**config.mk**
```make
export PLATFORM = sky130hd
export DESIGN_NAME = framebuffer_arbiter_flat
export DESIGN_NICKNAME = d
export VERILOG_FILES = /design/src/rtl/framebuffer_arbiter_if.sv /design/src/rtl/framebuffer_arbiter.sv /design/src/flat_wrapper.sv
export SDC_FILE = /design/constraint.sdc
export NUM_CORES = 1
export LEC_CHECK = 0
export CAP_MARGIN = 20
export CORE_MARGIN = 8
export CORE_UTILIZATION = 50
export CTS_CLUSTER_DIAMETER = 100
export DETAILED_ROUTE_END_ITERATION = 7
export HOLD_SLACK_MARGIN = 0.12
export PLACE_DENSITY_LB_ADDON = 0.3
export SYNTH_ARGS = -nofsm -noshare
export SYNTH_HDL_FRONTEND = slang
export SYNTH_SLANG_ARGS = --single-unit
export TNS_END_PERCENT = 5
```
**constraint.sdc**
```tcl
create_clock -name clk -period 3.1 [get_ports clk]
set_input_delay 0.62 -clock clk [delete_from_list [all_inputs] [get_ports clk]]
set_output_delay 0.62 -clock clk [all_outputs]
set_load 0.01 [all_outputs]
```
**src/rtl/framebuffer_arbiter_if.sv**
```systemverilog
// Bus bundle between the frame-buffer arbiter and its three neighbours:
// VGA scan-out fetch, pixel-processor request channel and the image SRAM port.
interface framebuffer_arbiter_if #(
  parameter int ADDR_W = 20,
  parameter int DATA_W = 8
);
  logic              vga_req;
  logic [ADDR_W-1:0] vga_addr;
  logic [DATA_W-1:0] vga_data;
  logic              vga_valid;

  logic              cpu_valid;
  logic              cpu_ready;
  logic              cpu_we;
  logic [ADDR_W-1:0] cpu_addr;
  logic [DATA_W-1:0] cpu_wdata;
  logic [DATA_W-1:0] cpu_rdata;
  logic              cpu_rvalid;

  logic [ADDR_W-1:0] mem_addr;
  logic              mem_we;
  logic [DATA_W-1:0] mem_wdata;
  logic [DATA_W-1:0] mem_rdata;

  modport slave (
    input  vga_req, vga_addr, cpu_valid, cpu_we, cpu_addr, cpu_wdata, mem_rdata,
    output vga_data, vga_valid, cpu_ready, cpu_rdata, cpu_rvalid,
           mem_addr, mem_we, mem_wdata
  );

  modport master (
    output vga_req, vga_addr, cpu_valid, cpu_we, cpu_addr, cpu_wdata, mem_rdata,
    input  vga_data, vga_valid, cpu_ready, cpu_rdata, cpu_rvalid,
           mem_addr, mem_we, mem_wdata
  );
endinterface

```
**src/rtl/framebuffer_arbiter.sv**
```systemverilog
// Single-port frame-buffer SRAM arbiter: VGA fetch has absolute priority, the pixel
// processor reads in idle slots and its writes drain from a small FIFO.
module framebuffer_arbiter #(
  parameter int ADDR_W     = 20,
  parameter int DATA_W     = 8,
  parameter int WBUF_DEPTH = 4
) (
  input  logic                         clk,
  input  logic                         rst_n,
  framebuffer_arbiter_if.slave         bus,
  output logic [$clog2(WBUF_DEPTH):0] wbuf_count,
  output logic                         vga_overrun
);
  localparam int PTR_W = $clog2(WBUF_DEPTH);
  localparam int CNT_W = PTR_W + 1;

  typedef enum logic {IDLE, RD_PEND} state_t;
  typedef enum logic [1:0] {OWN_NONE, OWN_VGA, OWN_CPU} owner_t;

  state_t            state_q, state_d;
  owner_t            tag_p1_q, tag_p1_d;
  logic [ADDR_W-1:0] rd_addr_q, rd_addr_d;
  logic [ADDR_W-1:0] last_addr_q, last_addr_d;
  logic [DATA_W-1:0] last_wdata_q, last_wdata_d;
  logic [PTR_W-1:0]  wr_ptr_q, wr_ptr_d, rd_ptr_q, rd_ptr_d;
  logic [CNT_W-1:0]  count_q, count_d;
  logic [DATA_W-1:0] vga_data_q, vga_data_d, cpu_rdata_q, cpu_rdata_d;
  logic              vga_valid_q, vga_valid_d, cpu_rvalid_q, cpu_rvalid_d;
  logic              vga_req_prev_q, overrun_q, overrun_d;

  logic [ADDR_W-1:0] wbuf_addr_q [WBUF_DEPTH];
  logic [DATA_W-1:0] wbuf_data_q [WBUF_DEPTH];

  logic wbuf_empty, wbuf_full;
  logic grant_vga, grant_rd, grant_wr;
  logic ready, push, rd_accept;

  // Stage p0: slot grant and request acceptance, all from this cycle's inputs.
  // Grants are masked by rst_n so the SRAM port is quiet while reset is held.
  always_comb begin
    wbuf_empty = (count_q == '0);
    wbuf_full  = (count_q == CNT_W'(WBUF_DEPTH));
    grant_vga  = rst_n && bus.vga_req;
    grant_rd   = rst_n && !bus.vga_req && (state_q == RD_PEND);
    grant_wr   = rst_n && !bus.vga_req && (state_q == IDLE) && !wbuf_empty;
    // Reads wait for an empty buffer so they always observe earlier writes.
    ready      = rst_n && (state_q == IDLE) && (bus.cpu_we ? !wbuf_full : wbuf_empty);
    push       = bus.cpu_valid && ready && bus.cpu_we;
    rd_accept  = bus.cpu_valid && ready && !bus.cpu_we;

    bus.cpu_ready = ready;
    bus.mem_we    = grant_wr;
    bus.mem_addr  = last_addr_q;
    bus.mem_wdata = last_wdata_q;
    if (grant_vga) begin
      bus.mem_addr = bus.vga_addr;
    end else if (grant_rd) begin
      bus.mem_addr = rd_addr_q;
    end else if (grant_wr) begin
      bus.mem_addr  = wbuf_addr_q[rd_ptr_q];
      bus.mem_wdata = wbuf_data_q[rd_ptr_q];
    end

    last_addr_d  = bus.mem_addr;
    last_wdata_d = bus.mem_wdata;
    wr_ptr_d     = push ? wr_ptr_q + PTR_W'(1) : wr_ptr_q;
    rd_ptr_d     = grant_wr ? rd_ptr_q + PTR_W'(1) : rd_ptr_q;
    count_d      = count_q;
    if (push && !grant_wr) begin
      count_d = count_q + CNT_W'(1);
    end else if (!push && grant_wr) begin
      count_d = count_q - CNT_W'(1);
    end

    state_d   = state_q;
    rd_addr_d = rd_addr_q;
    if (state_q == IDLE && rd_accept) begin
      state_d   = RD_PEND;
      rd_addr_d = bus.cpu_addr;
    end else if (state_q == RD_PEND && grant_rd) begin
      state_d = IDLE;
    end

    tag_p1_d  = grant_vga ? OWN_VGA : (grant_rd ? OWN_CPU : OWN_NONE);
    overrun_d = overrun_q || (bus.vga_req && vga_req_prev_q);

    // Stage p1 -> p2: SRAM data is valid now; steer it to whoever owned the slot.
    vga_valid_d  = (tag_p1_q == OWN_VGA);
    vga_data_d   = vga_valid_d ? bus.mem_rdata : vga_data_q;
    cpu_rvalid_d = (tag_p1_q == OWN_CPU);
    cpu_rdata_d  = cpu_rvalid_d ? bus.mem_rdata : cpu_rdata_q;
  end

  always_ff @(posedge clk or negedge rst_n) begin
    if (!rst_n) begin
      state_q        <= IDLE;
      tag_p1_q       <= OWN_NONE;
      rd_addr_q      <= '0;
      last_addr_q    <= '0;
      last_wdata_q   <= '0;
      wr_ptr_q       <= '0;
      rd_ptr_q       <= '0;
      count_q        <= '0;
      vga_data_q     <= '0;
      vga_valid_q    <= 1'b0;
      cpu_rdata_q    <= '0;
      cpu_rvalid_q   <= 1'b0;
      vga_req_prev_q <= 1'b0;
      overrun_q      <= 1'b0;
    end else begin
      state_q        <= state_d;
      tag_p1_q       <= tag_p1_d;
      rd_addr_q      <= rd_addr_d;
      last_addr_q    <= last_addr_d;
      last_wdata_q   <= last_wdata_d;
      wr_ptr_q       <= wr_ptr_d;
      rd_ptr_q       <= rd_ptr_d;
      count_q        <= count_d;
      vga_data_q     <= vga_data_d;
      vga_valid_q    <= vga_valid_d;
      cpu_rdata_q    <= cpu_rdata_d;
      cpu_rvalid_q   <= cpu_rvalid_d;
      vga_req_prev_q <= bus.vga_req;
      overrun_q      <= overrun_d;
    end
  end

  // Buffer storage carries no reset; occupancy alone decides what is live.
  always_ff @(posedge clk) begin
    if (push) begin
      wbuf_addr_q[wr_ptr_q] <= bus.cpu_addr;
      wbuf_data_q[wr_ptr_q] <= bus.cpu_wdata;
    end
  end

  assign bus.vga_data   = vga_data_q;
  assign bus.vga_valid  = vga_valid_q;
  assign bus.cpu_rdata  = cpu_rdata_q;
  assign bus.cpu_rvalid = cpu_rvalid_q;
  assign wbuf_count     = count_q;
  assign vga_overrun    = overrun_q;
endmodule
```
**src/flat_wrapper.sv**
```systemverilog
// flat-port wrapper written by rule: the top's interface ports become plain ports
module framebuffer_arbiter_flat 
#(
  parameter int ADDR_W     = 20,
  parameter int DATA_W     = 8,
  parameter int WBUF_DEPTH = 4
)
  (clk, rst_n, wbuf_count, vga_overrun, bus_vga_req, bus_vga_addr, bus_cpu_valid, bus_cpu_we, bus_cpu_addr, bus_cpu_wdata, bus_mem_rdata, bus_vga_data, bus_vga_valid, bus_cpu_ready, bus_cpu_rdata, bus_cpu_rvalid, bus_mem_addr, bus_mem_we, bus_mem_wdata);
  framebuffer_arbiter_if #(.ADDR_W(ADDR_W), .DATA_W(DATA_W)) bus_i ();
  input  logic clk;
  input  logic rst_n;
  output logic [$clog2(WBUF_DEPTH):0] wbuf_count;
  output logic vga_overrun;
  input wire logic [$bits(bus_i.vga_req)-1:0] bus_vga_req;
  input wire logic [$bits(bus_i.vga_addr)-1:0] bus_vga_addr;
  input wire logic [$bits(bus_i.cpu_valid)-1:0] bus_cpu_valid;
  input wire logic [$bits(bus_i.cpu_we)-1:0] bus_cpu_we;
  input wire logic [$bits(bus_i.cpu_addr)-1:0] bus_cpu_addr;
  input wire logic [$bits(bus_i.cpu_wdata)-1:0] bus_cpu_wdata;
  input wire logic [$bits(bus_i.mem_rdata)-1:0] bus_mem_rdata;
  output wire logic [$bits(bus_i.vga_data)-1:0] bus_vga_data;
  output wire logic [$bits(bus_i.vga_valid)-1:0] bus_vga_valid;
  output wire logic [$bits(bus_i.cpu_ready)-1:0] bus_cpu_ready;
  output wire logic [$bits(bus_i.cpu_rdata)-1:0] bus_cpu_rdata;
  output wire logic [$bits(bus_i.cpu_rvalid)-1:0] bus_cpu_rvalid;
  output wire logic [$bits(bus_i.mem_addr)-1:0] bus_mem_addr;
  output wire logic [$bits(bus_i.mem_we)-1:0] bus_mem_we;
  output wire logic [$bits(bus_i.mem_wdata)-1:0] bus_mem_wdata;
  assign bus_i.vga_req = bus_vga_req;
  assign bus_i.vga_addr = bus_vga_addr;
  assign bus_i.cpu_valid = bus_cpu_valid;
  assign bus_i.cpu_we = bus_cpu_we;
  assign bus_i.cpu_addr = bus_cpu_addr;
  assign bus_i.cpu_wdata = bus_cpu_wdata;
  assign bus_i.mem_rdata = bus_mem_rdata;
  assign bus_vga_data = bus_i.vga_data;
  assign bus_vga_valid = bus_i.vga_valid;
  assign bus_cpu_ready = bus_i.cpu_ready;
  assign bus_cpu_rdata = bus_i.cpu_rdata;
  assign bus_cpu_rvalid = bus_i.cpu_rvalid;
  assign bus_mem_addr = bus_i.mem_addr;
  assign bus_mem_we = bus_i.mem_we;
  assign bus_mem_wdata = bus_i.mem_wdata;
  framebuffer_arbiter #(.ADDR_W(ADDR_W), .DATA_W(DATA_W), .WBUF_DEPTH(WBUF_DEPTH)) u_core (.clk(clk), .rst_n(rst_n), .bus(bus_i), .wbuf_count(wbuf_count), .vga_overrun(vga_overrun));
endmodule
```
After elaboration in Yosys (flattened, before gate mapping)
Memories as Yosys holds them, arrays and structs flattened.
Cells that the tools add are included.

cells by class
  shift operators = 0
  divide/modulo/power cells = 0
  equality and inequality tests = 3
  magnitude comparators = 0
  $add $sub $neg = 4
  multiplexer cells = 15
  $mul = 0
  reduce and logical (&&, ||, !) cells = 25
  bitwise gates (word level) = 1

operators with widths
  kind                                                                 count
  20-bit 2-to-1 mux                                                    3
  8-bit 2-to-1 mux                                                     3
  1-bit logical AND                                                    15
  1-bit zero test                                                      6
  3-bit 2-to-1 mux                                                     2
  1-bit 2-to-1 mux                                                     5
  2-bit by 1-bit adder with 2-bit output (second input constant)       2
  2-bit 2-to-1 mux                                                     2
  2-bit nonzero test                                                   2
  3-bit by 1-bit adder with 3-bit output (second input constant)       1
  3-bit == test (second input constant)                                1
  3-bit zero test                                                      1
  3-bit by 1-bit subtractor with 3-bit output (second input constant)  1
  2-bit by 1-bit == test with 1-bit output (second input constant)     1
  2-bit == test (second input constant)                                1
  1-bit logical OR                                                     1
  1-bit NOT                                                            1

word-level totals
  register bits after elaboration = 78
  input port bits = 61
  memory bits (writable) = 112
  memory bits (read-only) = 0
  memories kept = 2
  latch bits = 0
  logic and storage cells = 64

memory list
  name                words  bits a word  read ports  clocked after memory_dff  wr ports  RTL line                   source
  u_core.wbuf_addr_q  4      20           1           0                         1         framebuffer_arbiter.sv:31  logic [ADDR_W-1:0] wbuf_addr_q [WBUF_DEPTH];
  u_core.wbuf_data_q  4      8            1           0                         1         framebuffer_arbiter.sv:32  logic [DATA_W-1:0] wbuf_data_q [WBUF_DEPTH];

Longest topological paths before layout
Gate-level depths: netlist (run 1).

  word-level depth = 10
  gate-level depth with buffers = 10

Least setup slack after synthesis (run 1)
OpenSTA, ideal clock, no wires.

  path type = input -> output
  start point = input rst_n
  end point = output bus_mem_addr[10]
  path slack = 0.536 ns
  required time = 2.480 ns
  buffers on the path = 3
  stages = 6
  arrival = 1.944 ns
  cells stage by stage = clkbuf_1 -> nor3b_1 -> clkbuf_1 -> clkbuf_1 -> nand3_1 -> o211ai_1

between the ends
  cells in the longest elaborated chain, start to end = 6
  elaborated cells on any way between the ends = 8

ends and longest elaborated chain
  what                            RTL line                                              source
  from (decl)                     flat_wrapper.sv:11                                    input logic rst_n;
  1-bit logical AND               framebuffer_arbiter.sv:44, framebuffer_arbiter.sv:45
  1-bit logical AND (2 in a row)  framebuffer_arbiter.sv:45                             grant_wr = rst_n && !bus.vga_req && (state_q == IDLE) && !wbuf_empty;
  20-bit 2-to-1 mux               framebuffer_arbiter.sv:59                             end else if (grant_wr) begin
  20-bit 2-to-1 mux               framebuffer_arbiter.sv:57                             end else if (grant_rd) begin
  20-bit 2-to-1 mux *             framebuffer_arbiter.sv:55                             if (grant_vga) begin
  to (decl)                       flat_wrapper.sv:26                                    output wire logic [$bits(bus_i.mem_addr)-1:0] bus_mem_addr;

Every way passes the cells marked *; elsewhere a longest branch is shown, timed or not.

Final worst setup path (run 1)
  start point = register u_core.rd_ptr_q[0]
  end point = output bus_mem_addr[11]

between the ends
  cells in the longest elaborated chain, start to end = 4

ends and longest elaborated chain
  what                    RTL line                    source
  from (decl)             framebuffer_arbiter.sv:25   logic [PTR_W-1:0] wr_ptr_q, wr_ptr_d, rd_ptr_q, rd_ptr_d;
  from (signal assigned)  framebuffer_arbiter.sv:117  rd_ptr_q <= rd_ptr_d;
  memory 4 x 20 bit       n/a
  20-bit 2-to-1 mux       framebuffer_arbiter.sv:59
  20-bit 2-to-1 mux       framebuffer_arbiter.sv:57
  20-bit 2-to-1 mux       framebuffer_arbiter.sv:55

No other way between the ends.

==> reports/metrics.cfg, run 1 <==
[synthesis]
synth_edf_count = 112
syn-cell-area_sq_um = 7620
yosysUniqueCellTypes = 33
synth_flop_cell = sky130_fd_sc_hd__edfxtp_1
syn-instance-count = 438
synth_area_per_cell_sq_um = 17.4
yosys_register_bits = 190
yosysSeqAreaShare = 0.697
synth.yosys.warnings = 0
synth_fp_nets = 505
synth-async-reset-ratio = 0.411

[power_and_ir_drop]
clkPwrFrac = 0.268
max-vdd-ir-drop_mv = 0.459
power.internal_mw = 5.81
comb_power_share = 0.306
total_switching_power_mw = 2.24
p_per_area_nw_per_um2 = 814
finalPower_mw = 8.05
sequentialPowerShare = 0.426
cellLeakagePower_nw = 3.88
power.share.switching = 0.278

[placement]
routability_congestion_estimate = 0.801
place_hpwl_um = 11300
place_area_sq_um = 9190
io_port_bufs = 112

[sta]
fmaxAchievable_ghz = 0.332
hold_violations = 0
share_of_the_clock_period_used_by_the_worst_path_after_layout = 0.972
grt_setup_unrepaired = true
setup_viol_count_final = 0
whs_ns = 0.00559
timing.final.max_slew_violations = 0
fin_crit_ns = 3.01
timing_worst_slew_pin_value_ns = 0.775
finalClockSkew_ns = 0.00765
setup_total_negative_slack_ns = 0
relSlewSlack = 0.482

[finish]
share_of_the_core_filled_with_cells_in_the_final_layout = 0.658
fraction_of_layout_instances_using_a_drive_strength_above_1 = 0.257
design.final.nets = 642
post_layout_inst_area_sq_um = 9890
area_delta_synth_final_pct = 29.8
antenna_cells = 0
fillers = 1048

[worst_setup_path]
critical_path_buf_inv_count = 2
crit_slowest_cell = sky130_fd_sc_hd__mux4_2
crit_path_cell_trace = buf_12, mux4_2, and3_1, a221o_1, dlygate4sd2_1
timing.critical_path.arrival_ns = 2.39
worst_setup_path_start_kind = flip-flop
rrSetupSlack_ns = 0.80
critical-path-top-delay-family = multiplexers
crit_path_max_fanout = 6
crit_path_end_kind = primary output
crit_type = reg -> out
critPathRequiredTime_ns = 2.48
crit_path_max_incr_delay_ns = 0.51

[hold_path]
hp-class = in -> async

[die]
die-area_sq_um = 19400
floorplan.core_area_sq_um = 15000
fp-row-count = 45
die_w_um = 139
design.portCount = 113
effective_utilization_at_floorplan = 0.507
dieHeight_um = 139

[run_status]
outcome = finished clean

[job]
maxCapViolations = 0

[global_routing]
grt_first_pass_wirelength_um = 27600
grt_pass1_vias = 4886
grtUsageTotal = 0.185
grt_max_degree = 61
grt_antenna_before_repair = 0
grt_remaining_overflow = 0

[route]
wirelength_um = 17400
routedWlPerCell_um = 22.4
drcViolationCount = 0
drt_pre_antenna_iters = 4
via_per_inst = 5.83
detailedRoute.firstIterationViolations = 437
num_vias = 4527
route.antenna.remaining_nets = 0

[clock_tree]
clock_root_buffer = sky130_fd_sc_hd__clkbuf_16
cts_made_buffers = 17
clock-sinks = 190
clk_pin_slew_ns = 0.06
clock_insertion_delay_worst_skew_ns = 0.42
max-clock-path-buffers = 2
max_h_tree_level = 4
clock_tree_from_tritoncts = yes

per-layer routing:
layer	global-route usage	up-vias	wire (um)
met5	0	-	0
met4	0.0607	0	235
met3	0.0629	18	1340
met2	0.291	184	8240
met1	0.236	2353	7580
li1	-	1972	-
state kept, by name (all words and copies together), names as in the netlist:
register	count
u_core.wbuf_addr_q	80
u_core.wbuf_data_q	32
u_core.last_addr_q	20
u_core.rd_addr_q	20
u_core.bus.cpu_rdata	8
u_core.bus.vga_data	8
u_core.last_wdata_q	8
u_core.wbuf_count	3
u_core.rd_ptr_q	2
u_core.tag_p1_q	2
u_core.wr_ptr_q	2
u_core.bus.cpu_rvalid	1
u_core.bus.vga_valid	1
u_core.state_q	1
u_core.vga_overrun	1
u_core.vga_req_prev_q	1
layout by cell type (no fill, tap or decap), drive strengths merged, types with 5 or more instances in the layout:
master         synthesis  final
edfxtp               112    112
clkdlybuf4s50          0     88
dfrtp                 78     78
mux2                  46     46
buf                    8     36
o211ai                30     30
mux4                  28     28
o21ai                 21     21
clkbuf                21     21
a21o                  16     16
nand3                 16     16
nand2                 13     13
dlymetal6s2s           0     12
dlygate4sd2            0     11
inv                    7     10
and3                   5      5
a221o                  5      5
ha                     5      5
power by group through the flow:
stage	clock network [mW]	logic (mW)	registers, mW
2_1_floorplan	0	1.38	3.42
3_3_place_gp	0	2.33	3.47
3_5_place_dp	0	2.39	3.50
4_1_cts	2.19	2.45	3.45
5_1_grt	2.29	2.65	3.49
6_report	2.16	2.46	3.43
stage by stage:
stage / cells / worst slack, ns
CTS: 773 / -0.0783
floorplan: 438 / 0.536
finish: 776 / 0.0857
global placement: 738 / -0.294
global route: 776 / -0.0869
detailed placement: 738 / -0.374
what timing repair did:
item                                   CTS  global route
pin swaps                                0             1
endpoints found under the hold margin    2             2
setup buffers                            3             3
setup endpoints to repair               28            18
resized for setup                       18            15
layout make-up:
class                      count  area [sq um]  area share
inverter                       7          26.3     0.00266
timing repair buffer         147          1530       0.155
tap                          188           235      0.0238
sequential                   190          5320       0.538
clock inverter                11           129      0.0130
clock buffer                  21           460      0.0465
multi-input combinational    212          2190       0.221
final timing paths:
check / endpoint / from / depth (start not counted)
min in group clk: u_core.vga_overrun / u_core.vga_req_prev_q / 1
max in group asynchronous: u_core.rd_ptr_q[0] / rst_n / 3
max reg2reg: u_core.wbuf_count[2] / u_core.wbuf_count[0] / 9
min reg2reg: u_core.vga_overrun / u_core.vga_req_prev_q / 1
min: u_core.state_q / rst_n / 1
max: bus_mem_addr[11] / u_core.rd_ptr_q[0] / 5
cells in the mapped netlist, types with 2 or more instances:
library cell / number / area, sq um
sky130_fd_sc_hd__edfxtp_1: 112 / 3360
sky130_fd_sc_hd__dfrtp_1: 78 / 1950
sky130_fd_sc_hd__o211ai_1: 30 / 225
sky130_fd_sc_hd__mux4_2: 28 / 631
sky130_fd_sc_hd__mux2_2: 27 / 304
sky130_fd_sc_hd__clkbuf_1: 21 / 78.8
sky130_fd_sc_hd__o21ai_0: 21 / 105
sky130_fd_sc_hd__mux2_4: 19 / 285
sky130_fd_sc_hd__a21o_1: 16 / 120
sky130_fd_sc_hd__nand3_1: 16 / 80.1
sky130_fd_sc_hd__nand2_1: 13 / 48.8
sky130_fd_sc_hd__inv_1: 7 / 26.3
sky130_fd_sc_hd__a221o_1: 5 / 50.1
sky130_fd_sc_hd__and3_1: 5 / 31.3
sky130_fd_sc_hd__buf_2: 5 / 25.0
sky130_fd_sc_hd__ha_1: 5 / 62.6
sky130_fd_sc_hd__and2_1: 4 / 25.0
sky130_fd_sc_hd__xnor2_1: 4 / 35.0
sky130_fd_sc_hd__nor2_1: 3 / 11.3
sky130_fd_sc_hd__nor3b_1: 3 / 22.5
sky130_fd_sc_hd__buf_6: 2 / 22.5
sky130_fd_sc_hd__nor4_1: 2 / 12.5
sky130_fd_sc_hd__xor2_1: 2 / 17.5
kinds of logic (layout without fill, tap and decap cells):
| logic type | after synthesis | after routing | share of synthesized area |
|---|---|---|---|
| multiplexers | 74 | 74 | 0.160 |
| AO/OA/AOI/OAI | 73 | 73 | 0.0667 |
| XOR/XNOR | 6 | 6 | 0.00690 |
| adder cells (fa/ha/maj) | 6 | 6 | 0.0108 |
| AND/OR/NAND/NOR | 53 | 53 | 0.0376 |
| flip-flops | 190 | 190 | 0.697 |
| buffers and inverters | 36 | 186 | 0.0205 |
No activity file was read; power rests on OpenSTA's default activity.
==> inputs of run 2 (changes only) <==
--- a/config.mk
+++ b/config.mk
@@ -8,6 +8,7 @@
 export CAP_MARGIN = 20
 export CORE_MARGIN = 8
 export CORE_UTILIZATION = 50
+export CTS_BUF_LIST = sky130_fd_sc_hd__clkbuf_8
 export CTS_CLUSTER_DIAMETER = 100
 export DETAILED_ROUTE_END_ITERATION = 7
 export HOLD_SLACK_MARGIN = 0.12
==> constraint.sdc (replaced) <==
create_clock -name clk -period 2.8 [get_ports clk]
set_input_delay 0.56 -clock clk [delete_from_list [all_inputs] [get_ports clk]]
set_output_delay 0.56 -clock clk [all_outputs]
set_load 0.01 [all_outputs]
==> run 2 against run 1 <==
First-iteration DRC count down 11%. Register-to-register slack lost 0.24 ns. Worst hold slack improved by 0.20 ns. Critical path type unchanged. Sequential share of layout area is 1.1 points higher. Highest routed layer unchanged. Via count shrank 0.64%.
==> reports/metrics.cfg, run 2 (same netlist as run 1, synthesis figures left out) <==
[worst_setup_path]
critical_path.reg2reg.endpoint = u_core.wbuf_count[2]
critical-path-top-delay-family = multiplexers
crit_slowest_cell = sky130_fd_sc_hd__mux4_2
critical_path_buf_inv_count = 2
reg2reg_from = u_core.state_q
crit_path_max_incr_delay_ns = 0.51
crit_path_end_kind = primary output
crit_path_max_fanout = 9
critical_path.startpoint = u_core.rd_ptr_q[0]
crit_end = bus_mem_addr[18]
crit_type = reg -> out
crit_path_cell_trace = buf_12, mux4_2, and3_1, a221o_1, buf_2
timing.reg2reg.worst_path_depth = 9
rrSetupSlack_ns = 0.56
critPathRequiredTime_ns = 2.24
worst_setup_path_start_kind = flip-flop
worstSetupPathDepth = 5
timing.critical_path.arrival_ns = 2.21

[route]
route.layer.met1.wl_um = 7430
routedWlPerCell_um = 21.7
route.antenna.remaining_nets = 0
metal3_wl_um = 1200
num_vias = 4498
wirelength_um = 17000
route.met2.wl_um = 8060
detailedRoute.firstIterationViolations = 387
drt_pre_antenna_iters = 5
drcViolationCount = 0
highest_layer = met4
via_per_inst = 5.77

[global_routing]
grt_remaining_overflow = 0
grt_max_degree = 53
grtUsageTotal = 0.183
grt_antenna_before_repair = 0
grt_first_pass_wirelength_um = 27400
grt_pass1_vias = 4938

[sta]
share_of_the_clock_period_used_by_the_worst_path_after_layout = 0.990
fmaxAchievable_ghz = 0.361
timing_worst_slew_pin_value_ns = 0.825
relSlewSlack = 0.449
timing.final.max_slew_violations = 0
finalClockSkew_ns = 0.0104
setup_viol_count_final = 0
fin_crit_ns = 2.77
hold_violations = 0
grt_setup_unrepaired = true

[finish]
most_frequent_standard_cell_in_the_layout_excluding_fill_and_tap_cells = sky130_fd_sc_hd__edfxtp_1
layoutNonFillerInstCount = 780
share_of_the_core_filled_with_cells_in_the_final_layout = 0.645
leading_cell_types_in_the_layout_fill_and_taps_excluded = 112 x sky130_fd_sc_hd__edfxtp_1, 82 x sky130_fd_sc_hd__clkdlybuf4s50_1, 74 x sky130_fd_sc_hd__dfrtp_1
largest_register_ffs = 80
area_delta_synth_final_pct = 27.3
fillers = 1053
design.final.nets = 646
layout_top_registers = u_core.wbuf_addr_q x80, u_core.wbuf_data_q x32
fraction_of_layout_instances_using_a_drive_strength_above_1 = 0.309
antenna_cells = 0
top_register = u_core.wbuf_addr_q

[clock_tree]
max-clock-path-buffers = 2
clk_pin_slew_ns = 0.10
cts_made_buffers = 17
clock_root_buffer = sky130_fd_sc_hd__clkbuf_8
clock-sinks = 190
clock_tree_from_tritoncts = yes
max_h_tree_level = 4
clock_insertion_delay_worst_skew_ns = 0.46

[job]
maxCapViolations = 0

[power_and_ir_drop]
max-vdd-ir-drop_mv = 0.440
cellLeakagePower_nw = 3.74
p_per_area_nw_per_um2 = 865
finalPower_mw = 8.39

[placement]
place.detailed.instances = 745
io_port_bufs = 112
place_hpwl_um = 11600
routability_congestion_estimate = 0.825

[die]
dieHeight_um = 139
fp-row-count = 45
effective_utilization_at_floorplan = 0.507
die-area_sq_um = 19400
floorplan.core_area_sq_um = 15000
die_w_um = 139
design.portCount = 113

[run_status]
outcome = finished clean

[hold_path]
hp-class = in -> async

## run 2: cell types whose count changed in the layout (fill, tap and decap cells not counted), moves of 8 or more
cell and change:
sky130_fd_sc_hd__clkbuf_16 -17, sky130_fd_sc_hd__dlygate4sd2_1 -8, sky130_fd_sc_hd__clkbuf_2 +14, sky130_fd_sc_hd__dlymetal6s2s_1 -12, sky130_fd_sc_hd__clkbuf_8 +16
## run 2: worst min path at each step
stage                         endpoint  slack (ns)  cells after the start
2_1_floorplan  u_core.bus.cpu_rdata[0]        0.26                      0
3_3_place_gp        u_core.vga_overrun        0.44                      1
3_5_place_dp        u_core.vga_overrun        0.45                      1
4_1_cts         u_core.last_addr_q[18]        0.17                      3
5_1_grt         u_core.last_addr_q[14]        0.19                      3
6_report        u_core.last_addr_q[18]        0.21                      3
## run 2: through the flow
step | setup TNS [ns] | instance area [sq um] | hold slack [ns] | setup WS [ns]
3_5_place_dp | -12.84 | 9260 | 0.452 | -0.598
6_report | 0 | 9700 | 0.209 | 0.0282
4_1_cts | -0.116 | 9750 | 0.169 | -0.0404
5_1_grt | -0.430 | 9700 | 0.194 | -0.0749
3_3_place_gp | -11.52 | 9260 | 0.436 | -0.526
2_1_floorplan | 0 | 7620 | 0.264 | 0.356
## run 2: metal layers
layer | vias to the layer above | track usage
met2 | 188 | 0.288
met4 | 0 | 0.0693
met3 | 19 | 0.0581
met1 | 2309 | 0.234
met5 | - | 0
li1 | 1982 | -
## run 2: final cells by class
| cell class | count | area, sq um | share of cell area |
|---|---|---|---|
| Clock buffer | 18 | 248 | 0.0255 |
| Clock inverter | 14 | 181 | 0.0187 |
| Inverter | 7 | 26.3 | 0.00271 |
| Multi-Input combinational cell | 212 | 2200 | 0.227 |
| Sequential cell | 190 | 5320 | 0.548 |
| Tap cell | 188 | 235 | 0.0242 |
| Timing Repair Buffer | 151 | 1490 | 0.154 |
## run 2: worst reg2reg max path, cell delays in order, from the launching register on
cell,delay (ns)
sky130_fd_sc_hd__dfrtp_1,0.40
sky130_fd_sc_hd__buf_4,0.21
sky130_fd_sc_hd__nand3b_1,0.24
sky130_fd_sc_hd__nor3b_2,0.25
sky130_fd_sc_hd__ha_1,0.22
sky130_fd_sc_hd__inv_1,0.06
sky130_fd_sc_hd__fa_1,0.37
sky130_fd_sc_hd__xor2_1,0.17
sky130_fd_sc_hd__nor2_1,0.11
sky130_fd_sc_hd__xor2_1,0.15
## run 2: power by group
| part | switching [mW] | internal [mW] |
|---|---|---|
| clock network | 0.974 | 0.926 |
| logic | 1.17 | 1.53 |
| registers | 0.285 | 3.51 |
| total | 2.43 | 5.96 |
## run 2: timing repair
item	CTS	global route
hold endpoints to repair	4	0
pin swaps	1	1
setup buffers	2	0
endpoints found under the setup margin	29	25
hold buffers	1	0
gates resized for setup	83	21
